--- src/rtl/compress_line_sequencer.sv ---
// compress_line_sequencer
//   Front-end controller for the 3-stage compression pipeline. It takes one
//   128-bit cache line at a time and feeds it to the pipeline as two 64-bit
//   words on back-to-back cycles: low word first, then high word. It then waits
//   for the pipeline's finish strobe and captures the compressed line. If the
//   pipeline never finishes, a watchdog returns the raw line with o_out_raw=1.
//   The result is held on a valid/ready output until downstream accepts it.
//
//   Optional feature macro: COMPRESS_SEQ_STATS_EN
//     When defined, the block adds two saturating 16-bit counters:
//     o_lines_done (completed output handshakes) and o_timeouts (watchdog fires).
//
//   CACHE_LINE must equal 2*WIDTH.
module compress_line_sequencer #(
  parameter int CACHE_LINE     = 128,
  parameter int WIDTH          = 64,
  parameter int TIMEOUT_CYCLES = 16,
  parameter int CNT_W          = 5
) (
  input  logic                  i_clk,
  input  logic                  i_reset,
  input  logic                  i_line_valid,
  output logic                  o_line_ready,
  input  logic [CACHE_LINE-1:0] i_line,
  output logic [WIDTH-1:0]      o_word,
  input  logic                  i_finish_final,
  input  logic [CACHE_LINE-1:0] i_mux_array2,
  output logic                  o_out_valid,
  input  logic                  i_out_ready,
  output logic [CACHE_LINE-1:0] o_out_line,
  output logic                  o_out_raw,
`ifdef COMPRESS_SEQ_STATS_EN
  output logic [15:0]           o_lines_done,
  output logic [15:0]           o_timeouts,
`endif
  output logic                  o_busy
);

  typedef enum logic [2:0] {
    S_IDLE    = 3'd0,
    S_FEED_LO = 3'd1,
    S_FEED_HI = 3'd2,
    S_WAIT    = 3'd3,
    S_HOLD    = 3'd4
  } state_t;

  localparam logic [CNT_W-1:0] WD_LAST = CNT_W'(TIMEOUT_CYCLES - 1);
  localparam logic [CNT_W-1:0] WD_MAX  = {CNT_W{1'b1}};

  state_t                state;
  state_t                state_nxt;
  logic [CACHE_LINE-1:0] line_q;
  logic [CNT_W-1:0]      watchdog;

  // Qualified events shared by the next-state logic and the datapath.
  logic accept;
  logic finish_hit;
  logic timeout_hit;
  logic out_take;

  assign accept      = (state == S_IDLE) && i_line_valid;
  assign finish_hit  = (state == S_WAIT) && i_finish_final;
  // When finish and timeout land in the same cycle, finish wins.
  assign timeout_hit = (state == S_WAIT) && !i_finish_final && (watchdog == WD_LAST);
  assign out_take    = (state == S_HOLD) && i_out_ready;

  // State register.
  always_ff @(posedge i_clk or negedge i_reset) begin
    // NOTE: sequential state uses non-blocking (<=) so every register samples
    // pre-edge values; blocking here would create order-dependent races.
    if (!i_reset) state <= S_IDLE;
    else          state <= state_nxt;
  end

  // Next-state decode.
  always_comb begin
    // NOTE: default assignment first so no path leaves state_nxt unassigned,
    // which would otherwise infer a latch.
    state_nxt = state;
    unique case (state)
      S_IDLE:    if (accept) state_nxt = S_FEED_LO;
      S_FEED_LO: state_nxt = S_FEED_HI;
      S_FEED_HI: state_nxt = S_WAIT;
      S_WAIT:    if (finish_hit || timeout_hit) state_nxt = S_HOLD;
      S_HOLD:    if (out_take) state_nxt = S_IDLE;
      default:   state_nxt = S_IDLE;
    endcase
  end

  // Handshake and status outputs decoded from the current state.
  always_comb begin
    o_line_ready = (state == S_IDLE);
    o_out_valid  = (state == S_HOLD);
    o_busy       = (state != S_IDLE);
  end

  // Datapath: line latch, word feed, watchdog and result capture.
  always_ff @(posedge i_clk or negedge i_reset) begin
    // NOTE: the wide data registers are reset as well, so a reset in the
    // middle of an operation discards the line and zeroes o_word at once.
    if (!i_reset) begin
      line_q     <= '0;
      o_word     <= '0;
      watchdog   <= '0;
      o_out_line <= '0;
      o_out_raw  <= 1'b0;
    end else begin
      unique case (state)
        S_IDLE: begin
          if (accept) begin
            line_q <= i_line;
            // Load the low word now so it is visible during FEED_LO.
            o_word <= i_line[WIDTH-1:0];
          end
        end
        S_FEED_LO: o_word <= line_q[CACHE_LINE-1:WIDTH];
        S_FEED_HI: begin
          o_word   <= '0;
          watchdog <= '0;
        end
        S_WAIT: begin
          // The watchdog saturates and never wraps.
          if (watchdog != WD_MAX) watchdog <= watchdog + CNT_W'(1);
          if (finish_hit) begin
            o_out_line <= i_mux_array2;
            o_out_raw  <= 1'b0;
          end else if (timeout_hit) begin
            o_out_line <= line_q;
            o_out_raw  <= 1'b1;
          end
        end
        default: ;  // HOLD: result registers stay stable
      endcase
    end
  end

`ifdef COMPRESS_SEQ_STATS_EN
  // Saturating counters for completed lines and watchdog fires.
  always_ff @(posedge i_clk or negedge i_reset) begin
    if (!i_reset) begin
      o_lines_done <= '0;
      o_timeouts   <= '0;
    end else begin
      if (out_take && (o_lines_done != 16'hFFFF)) o_lines_done <= o_lines_done + 16'd1;
      if (timeout_hit && (o_timeouts != 16'hFFFF)) o_timeouts <= o_timeouts + 16'd1;
    end
  end
`endif

endmodule

--- config.mk ---
export PLATFORM = sky130hd
export DESIGN_NAME = compress_line_sequencer
export DESIGN_NICKNAME = d
export VERILOG_FILES = /design/src/rtl/compress_line_sequencer.sv
export SDC_FILE = /design/constraint.sdc
export NUM_CORES = 1
export LEC_CHECK = 0
export CAP_MARGIN = 20
export CELL_PAD_IN_SITES_DETAIL_PLACEMENT = 0
export CELL_PAD_IN_SITES_GLOBAL_PLACEMENT = 1
export CORE_ASPECT_RATIO = 0.7
export CORE_UTILIZATION = 39
export DETAILED_ROUTE_END_ITERATION = 12
export PLACE_DENSITY = 0.85
export SLEW_MARGIN = 20
export SYNTH_ARGS = -nofsm -noshare
export SYNTH_HDL_FRONTEND = slang
export SYNTH_SLANG_ARGS = --single-unit
--- constraint.sdc ---
create_clock -name i_clk -period 4.55 [get_ports i_clk]
set_input_delay 0.91 -clock i_clk [delete_from_list [all_inputs] [get_ports i_clk]]
set_output_delay 0.91 -clock i_clk [all_outputs]
set_load 0.005 [all_outputs]
==> results.md <==
- Worst setup endpoint: o_out_valid
- Number of synthesized flops with an enable pin: 0
- Final-report setup violation count: 0
- Clock-pin slew of the registers on the worst-case setup and hold paths: 60 ps
- Layout cells sized above 1: 0.109
- Pins Over Slew Limit: 0
- Synthesized instance count: 1,118
- Largest net degree at the start of global routing: 109
- CP arrival: 2240 ps
- Die W: 231 um
- Routability congestion estimate: 0.825
- Placeable Area: 0.0361 mm2
- CTS HTree Levels: 2
- GRT Overall Usage: 0.242
- Setup repair after global routing missed its margin: false
- CP Launch Point: state[1]$_DFFE_PN0P_
- DR vias: 11,200
- CP Capture Type: output port
- Pwr/cell area: 686 mW/mm2
- Setup TNS: 0 ps
- Root Driver: clkbuf_16
- Post-synth top area cell: dfrtp_1
- Number of DRC markers in iteration 0: 862
- Die height: 162 um
- Skew final: 16.3 ps
- DRC: 0
- Vias in the first global route: 11,600
- Final Hold Fails: 0
- Yosys reg bits: 329
- CTS tree: done
- CTS resizes: 0
- Cts bufs inserted: 34
- Skew-Pair Late Insertion Delay: 520 ps
- Average wire per standard cell: 22.7 um
- DP HPWL: 30,800 um
- Post-route ant nets: 0
- Dominant cell by count in the synthesized netlist: dfrtp_1
- Starting Density: 0.398
- Post-synthesis sequential area ratio: 0.574
- # rows: 58
- Leak: 8.62 nW
- Global route total overflow: 0
- First-pass GRT wire length: 69,900 um
- Top cells by area, synth: dfrtp_1, a221o_1, mux2_1, o221a_2, and2_1
- CP cell instances: nor2_1 > nand2_1 > inv_1 > clkdlybuf4s50_1
- Vias/cell: 5.48
- Yosys warning total: 0
- Crit Path Category: reg2out
- Synth Area per Inst: 12.8 um2
- CP max FO: 22
- Wirelength, routed: 46,400 um
- Max incr delay on CP: 580 ps
- Setup crit start kind: flop
- Top post-synthesis cells by count: dfrtp_1, a221o_1, mux2_1
- Post-CTS setup buffers: 0
- Core Util, Final: 0.563
- Die area: 0.0376 mm2
- RR Startpoint: state[1]$_DFFE_PN0P_
- Tcrit/Tclk final: 0.693
- Status: finished, final reports clean
- Main flop type after synthesis: dfrtp_1
- Hold-fix buffers at CTS: 0
- HP Class: in2async
- IO buf count: 456
- Reg2reg setup slack: 1800 ps
- Antenna violations before repair: 5
- Max-Cap Viols: 0
- Share of the synthesized area in the top cell type: 0.574
- Worst-Margin Slew: 911 ps
- Distinct cell type count after synthesis: 40
- Max VDD drop: 383 uV
- FFs w/ async S/R, synth: 1.00
- Syn Nets: 1,382
- R2R cell count: 4
- CTS Buffer Depth: 3
- Pre-antenna DRT Iters: 4
- Reg-to-Reg End: line_q[107]$_DFFE_PN0P_
- Clock sink count: 329
- Max_slew headroom: 0.393
- Area Overhead vs Synth: 41.6%
- Fmax: 317 MHz
- Crit path max-delay cell type: dfrtp_2
- Final #Nets: 1,796
- Critical Path RT: 3640 ps
- Minimum clock period: 3150 ps
- Mapped Area: 0.0143 mm2
- Ports: 457
flip-flops by register name, indices dropped and copies added, names as in the netlist:
signal and count:
o_out_line 128, line_q 128, state 3, o_out_raw 1, o_word 64, watchdog 5
worst max-delay path, delay by kind of cell (launching register included):
family	cells	cell delay [ps]
buffers and inverters	2	630
DFF	1	580
and+or+nand+nor	2	510
metal layers:
metal,GRT usage,wire [um],vias up
li1,-,-,4962
met1,0.320,20000,5761
met2,0.381,21300,391
met3,0.0788,3910,69
met4,0.0704,1140,6
met5,0,37,-
worst min-delay path by stage:
| stage | endpoint | from | slack (ps) |
|---|---|---|---|
| after floorplan | line_q[10]$_DFFE_PN0P_ | line_q[10]$_DFFE_PN0P_ | 460 |
| after global placement | line_q[63]$_DFFE_PN0P_ | line_q[63]$_DFFE_PN0P_ | 470 |
| after detailed placement | line_q[54]$_DFFE_PN0P_ | line_q[54]$_DFFE_PN0P_ | 480 |
| after CTS | line_q[97]$_DFFE_PN0P_ | i_reset | 480 |
| after global routing | line_q[56]$_DFFE_PN0P_ | line_q[56]$_DFFE_PN0P_ | 500 |
| final | o_out_line[28]$_DFFE_PN0P_ | i_reset | 470 |
placed cells by master (no fill, tap or decap), types with 4 or more instances in the layout:
cell type        count
clkdlybuf4s50_1    454
dfrtp_1            327
a221o_1            128
mux2_1             110
inv_1               69
and2_1              69
a21oi_1             65
or3_1               64
o221a_2             64
and2_0              59
clkbuf_16           35
mux2_2              18
buf_4               16
clkbuf_8             9
clkbuf_1             9
nand2_1              6
buf_12               5
diode_2              4
nor2_1               4
o21ai_0              4
layout make-up:
| type | count | area [um2] |
|---|---|---|
| well taps | 480 | 601 |
| flip-flops and latches | 329 | 8240 |
| multi-input cells | 621 | 5310 |
| clock buffers | 53 | 1030 |
| clock inverters | 8 | 77.6 |
| fillers | 3085 | 15800 |
| inverters | 69 | 259 |
| repair buffers | 477 | 4780 |
| diodes | 4 | 10.0 |
cells by family after synthesis:
kind of cell	Yosys count	synth area share
simple gates	221	0.0969
flops	329	0.574
buf+inv	168	0.0579
fa+ha+maj	3	0.00262
compound gates	269	0.168
mux	128	0.101
through the flow:
step	instances	instance area [um2]	power (mW)	worst slack (ps)	hold WS [ps]
finish	2041	20300	13.9	1400	475
global route	2039	20300	14.7	1250	500
CTS	2037	20300	14.1	1350	478
detailed placement	1976	19200	11.2	1410	477
global placement	1976	19200	11.0	1500	468
floorplan	1118	14300	8.14	2600	459
where the power goes:
group          leakage [nW]  internal [mW]  switching (mW)
Sequential             3.99           4.40            1.04
Clock                 0.541           1.63            1.18
Combinational          4.09           3.40            2.30
Total                  8.62           9.42            4.51
Note: power is estimated with default switching activity, not from simulation.
==> RTL change 1: new RTL, config.mk and constraints unchanged <==
Add a define of `COMPRESS_SEQ_STATS_EN`.
--- a/src/rtl/compress_line_sequencer.sv
+++ b/src/rtl/compress_line_sequencer.sv
@@ -13,2 +13,4 @@
 //   CACHE_LINE must equal 2*WIDTH.
+`define COMPRESS_SEQ_STATS_EN
+
 module compress_line_sequencer #(
Formal check against the unedited RTL (old outputs only; new: o_lines_done and o_timeouts): no difference found for any inputs over 4 cycles, from zero or initial values and one cycle with i_reset low; that may be too few to reach the edited logic, so the function may still have changed.
==> RTL change 1 against the original RTL <==
Routed wire length increased by 8.9%; core utilization about the same; highest routed layer unchanged; area after synthesis rose by 12%; non-clock buffer count up 31; sequential power up 5.0%; critical endpoint is now o_line_ready; setup slack improved by 0.13 ns; design area is 11% higher; largest power group unchanged; power rose by 11%; sequential cell count up 32; critical path type unchanged.
==> RTL change 1: results (changes against the original RTL) <==
cp.arrival_ns: 2.12  # was 2.24 ns
async_flop_share_pct: 100  # unchanged
num_vias: 12100  # was 11,200
synth_fp_nets: 1582  # was 1,382
synth_area_per_cell_um2: 12.2  # was 12.8 um^2
slowest_delay_ns: 0.56  # was 0.58 ns
gp_congestion: 0.867  # was 0.825
wl_per_cell_um: 21.6  # was 22.7 um
synth_ff_type: "dfrtp_1"  # unchanged
cts_inserted_buffers: 38  # was 34
cts_resized: 0  # unchanged
layout-drive-gt1-share_pct: 11.7  # was 10.9%
r2r_cells: 5  # was 4
status: "completed"  # unchanged
cp_max_fo: 16  # was 22
holdWs_ns: 0.439  # was 0.475 ns
regToRegSetupSlack_ns: 1.88  # was 1.80 ns
antenna_found_initial: 7  # was 5
power_switching_share_pct: 34.1  # was 32.4%
yosys-top-cells-area: "dfrtp_1 56%, mux2_4 9.4%, mux2i_1 8.0%, o21ai_0 4.3%, nand2_1 3.4%"  # was dfrtp_1 57%, a221o_1 8.9%, mux2_1 8.6%, o221a_2 5.0%, and2_1 3.0%
fill_cells: 3413  # was 3,085
reg2reg_to: "line_q[2]"  # was line_q[107]
worst_pin_slew_ns: 1.05  # was 0.911 ns
post_cts_buffers: 0  # unchanged
htree_levels: 2  # unchanged
crit_start: "state[0]"  # was state[1]
clock_skew_ns: 0.0186  # was 0.0163 ns
grt_usage_pct: 23.5  # was 24.2%
netlist_top_cells_count: "361 x dfrtp_1, 143 x nand2_1, 136 x o21ai_0"  # was 329 x dfrtp_1, 128 x a221o_1, 110 x mux2_1
ir_drop_mv: 0.517  # was 0.383 mV
synth-seq-area-share_pct: 56.4  # was 57.4%
critPathTopFamily: "buffers and inverters"  # unchanged
first_pass_iters: 5  # was 4
synth-warning-count: 0  # unchanged
drt_iter0_drc: 702  # was 862
io_buffers: 488  # was 456
nNetsFinal: 2039  # was 1,796
yosysUniqueCellTypes: 50  # was 40
leakage_nw: 10.3  # was 8.62 nW
cp_slowest_cell: "dfrtp_1"  # was dfrtp_2
path_clk_slew_ns: 0.06  # about the same
grt_max_degree: 129  # was 109
r2r-start: "state[0]"  # was state[1]
dpl.hpwl_um: 35300  # was 30,800 um
grt_pass1_wl_um: 75200  # was 69,900 um
==> RTL change 1: cell count changes after synthesis, moves of 97 or more <==
| cell | unedited run | this run |
|---|---|---|
| nand2_1 | 6 | 143 |
| o21ai_0 | 4 | 136 |
| a221o_1 | 128 | 0 |
| mux2i_1 | 0 | 128 |
| mux2_4 | 0 | 100 |
| mux2_1 | 110 | 13 |
==> RTL change 1: how the worst max path moves through the flow <==
stage	cells after the start	slack [ns]	end
floorplan	6	2.39	state[2]
global placement	5	1.33	o_out_line[62]
detailed placement	5	1.28	o_out_line[28]
CTS	3	1.49	o_line_ready
global route	3	1.44	o_line_ready
finish	3	1.52	o_line_ready
==> RTL change 1: final cells by class <==
class,count,share of cell area (%)
diodes,5,0.0554
multi-input cells,859,28.2
repair buffers,508,22.9
well taps,535,2.97
flip-flops and latches,361,40.0
inverters,5,0.0831
clock buffers,57,5.21
clock inverters,9,0.549
==> RTL change 1: logic make-up after synthesis <==
kind of cell / after synthesis / share of synthesized area (%)
flip-flops: 361 / 56.4
multiplexers: 258 / 19.5
XOR/XNOR: 29 / 1.59
adder cells (fa/ha/maj): 5 / 0.391
AND/OR/NAND/NOR: 284 / 8.05
buffers and inverters: 96 / 3.98
AO/OA/AOI/OAI: 283 / 10.1
==> RTL change 1: through the flow <==
stage	worst slack (ns)	cell area (um^2)	total power, mW	std cells
6_report	1.52	22600	15.5	2339
5_1_grt	1.44	22600	16.5	2339
4_1_cts	1.49	22600	15.7	2334
3_5_place_dp	1.28	21300	12.3	2268
3_3_place_gp	1.33	21300	12.1	2268
2_1_floorplan	2.39	16000	9.18	1316
==> RTL change 1: per-layer routing <==
layer	track usage (%)	vias to the layer above	share of wire [%]
met1	31.2	6084	43
met4	6.33	4	2.1
met5	0	-	0.053
li1	-	5564	-
met3	5.90	64	6.8
met2	38.3	406	48
==> RTL change 1: power groups by stage <==
stage,clock (mW),sequential [mW],combinational (mW)
final,3.24,5.71,6.56
after global placement,0,5.70,6.42
after floorplan,0,5.49,3.69
after detailed placement,0,5.75,6.58
after CTS,3.32,5.72,6.61
after global routing,3.44,5.88,7.15
==> RTL change 2: new RTL, same settings <==
Without the edit above. The 5 states of `state_t` get a Gray code encoding in 3 bits.
--- a/src/rtl/compress_line_sequencer.sv
+++ b/src/rtl/compress_line_sequencer.sv
@@ -39,7 +39,7 @@
   typedef enum logic [2:0] {
-    S_IDLE    = 3'd0,
-    S_FEED_LO = 3'd1,
-    S_FEED_HI = 3'd2,
-    S_WAIT    = 3'd3,
-    S_HOLD    = 3'd4
+    S_IDLE    = 3'b000,
+    S_FEED_LO = 3'b001,
+    S_FEED_HI = 3'b011,
+    S_WAIT    = 3'b010,
+    S_HOLD    = 3'b110
   } state_t;
Behaviour: same outputs for any inputs over 4 cycles, from zero or initial values and one cycle with i_reset low; so few cycles prove little.
==> RTL change 2 against the original RTL <==
Cell count rose by 6.4%; area after synthesis grew 5.5%; routed wire length increased by 8.7%; power increased by 10%; clock skew hardly changed; design area grew 4.3%; sequential cell count did not move; count of clock-buffer cells in the layout is 7 lower; setup slack got worse by 0.29 ns; critical path type unchanged; highest routed layer unchanged.
==> RTL change 2: results (changes against the original RTL) <==
status: "completed"  # unchanged
ir_drop_mv: 0.313  # was 0.383 mV
nNetsFinal: 1923  # was 1,796
netlist_instances: 1267  # was 1,118
fill_cells: 3200  # was 3,085
drt_iter0_drc: 991  # was 862
routed_wl_um: 50400  # was 46,400 um
grt_pass1_wl_um: 78500  # was 69,900 um
yosysUniqueCellTypes: 36  # was 40
p_seq_share_pct: 37.6  # was 39.0%
regToRegSetupSlack_ns: 1.76  # was 1.80 ns
power_switching_share_pct: 34.5  # was 32.4%
root_buffer: "clkbuf_16"  # unchanged
netlist_top_cells_count: "329 x dfrtp_1, 132 x nand2_1, 131 x a22oi_1"  # was 329 x dfrtp_1, 128 x a221o_1, 110 x mux2_1
first_pass_iters: 5  # was 4
r2r_cells: 5  # was 4
cts_inserted_buffers: 35  # was 34
finalCriticalPeriod_ns: 3.45  # was 3.15 ns
dp.cells: 2109  # was 1,976
r2r-start: "state[0]"  # was state[1]
layout-drive-gt1-share_pct: 12.5  # was 10.9%
placed_area_um2: 19900  # was 19,200 um^2
yosys-top-cells-area: "dfrtp_1 54%, mux2_2 8.6%, a32oi_1 7.4%, a22oi_1 6.5%, mux2i_1 4.3%"  # was dfrtp_1 57%, a221o_1 8.9%, mux2_1 8.6%, o221a_2 5.0%, and2_1 3.0%
antenna_cells: 1  # was 4
multi_input_area_share_pct: 28.1  # was 26.1%
pre_cts_ws_ns: 1.45  # was 1.41 ns
routed_via_density: 5.78  # was 5.48
grt_max_degree: 127  # was 109
nonClkBufAreaFrac_pct: 22.9  # was 23.6%
inverters_excl_clock: 70  # was 69
regArea_um2: 8240  # about the same
slowest_delay_ns: 0.97  # was 0.58 ns
cp_slowest_cell: "dfrtp_2"  # unchanged
grt_usage_pct: 25.2  # was 24.2%
critPathTopFamily: "flip-flops"  # was buffers and inverters
synth-seq-area-share_pct: 54.4  # was 57.4%
clock_skew_ns: 0.0167  # was 0.0163 ns
slew_headroom_pct: 36.8  # was 39.3%
gp_congestion: 0.821  # was 0.825
antenna_found_initial: 4  # was 5
leakage_nw: 8.66  # was 8.62 nW
seq_cell_power_mw: 5.77  # was 5.44 mW
fp.dieW_um: 237  # was 231 um
num_vias: 12500  # was 11,200
clock_buffers: 46  # was 53
crit_start: "state[0]"  # was state[1]
cp_max_fo: 49  # was 22
area_delta_synth_final_pct: 40.0  # was 41.6%
clkCellAreaFrac_pct: 5.94  # was 5.47%
## RTL change 2: changes by cell type in the layout (fill, tap and decap cells not counted), moves of 65 or more
cell	change
a221o_1	-128
mux2i_1	+65
mux2_2	+98
nand2_1	+126
mux2_1	-98
and2_1	-68
a22oi_1	+131
a32oi_1	+128
## RTL change 2: cell families (layout without fill, tap and decap cells)
logic type      after synthesis  in the layout  synth area share, %
fa+ha+maj                     3              3                0.248
flops                       329            329                 54.4
simple gates                218            218                 8.58
compound gates              332            332                 16.4
mux                         193            193                 13.8
buf+inv                     192            607                 6.53
other cells                   0              1                    0
## RTL change 2: metal layers
layer / share of wire [%] / up-vias / track usage, % / routed length (um)
li1: - / 5543 / - / -
met1: 43 / 6413 / 33.8 / 21400
met2: 48 / 501 / 40.9 / 23900
met3: 7.7 / 76 / 6.13 / 3870
met4: 2.2 / 6 / 6.12 / 1110
met5: 0.079 / - / 0 / 40
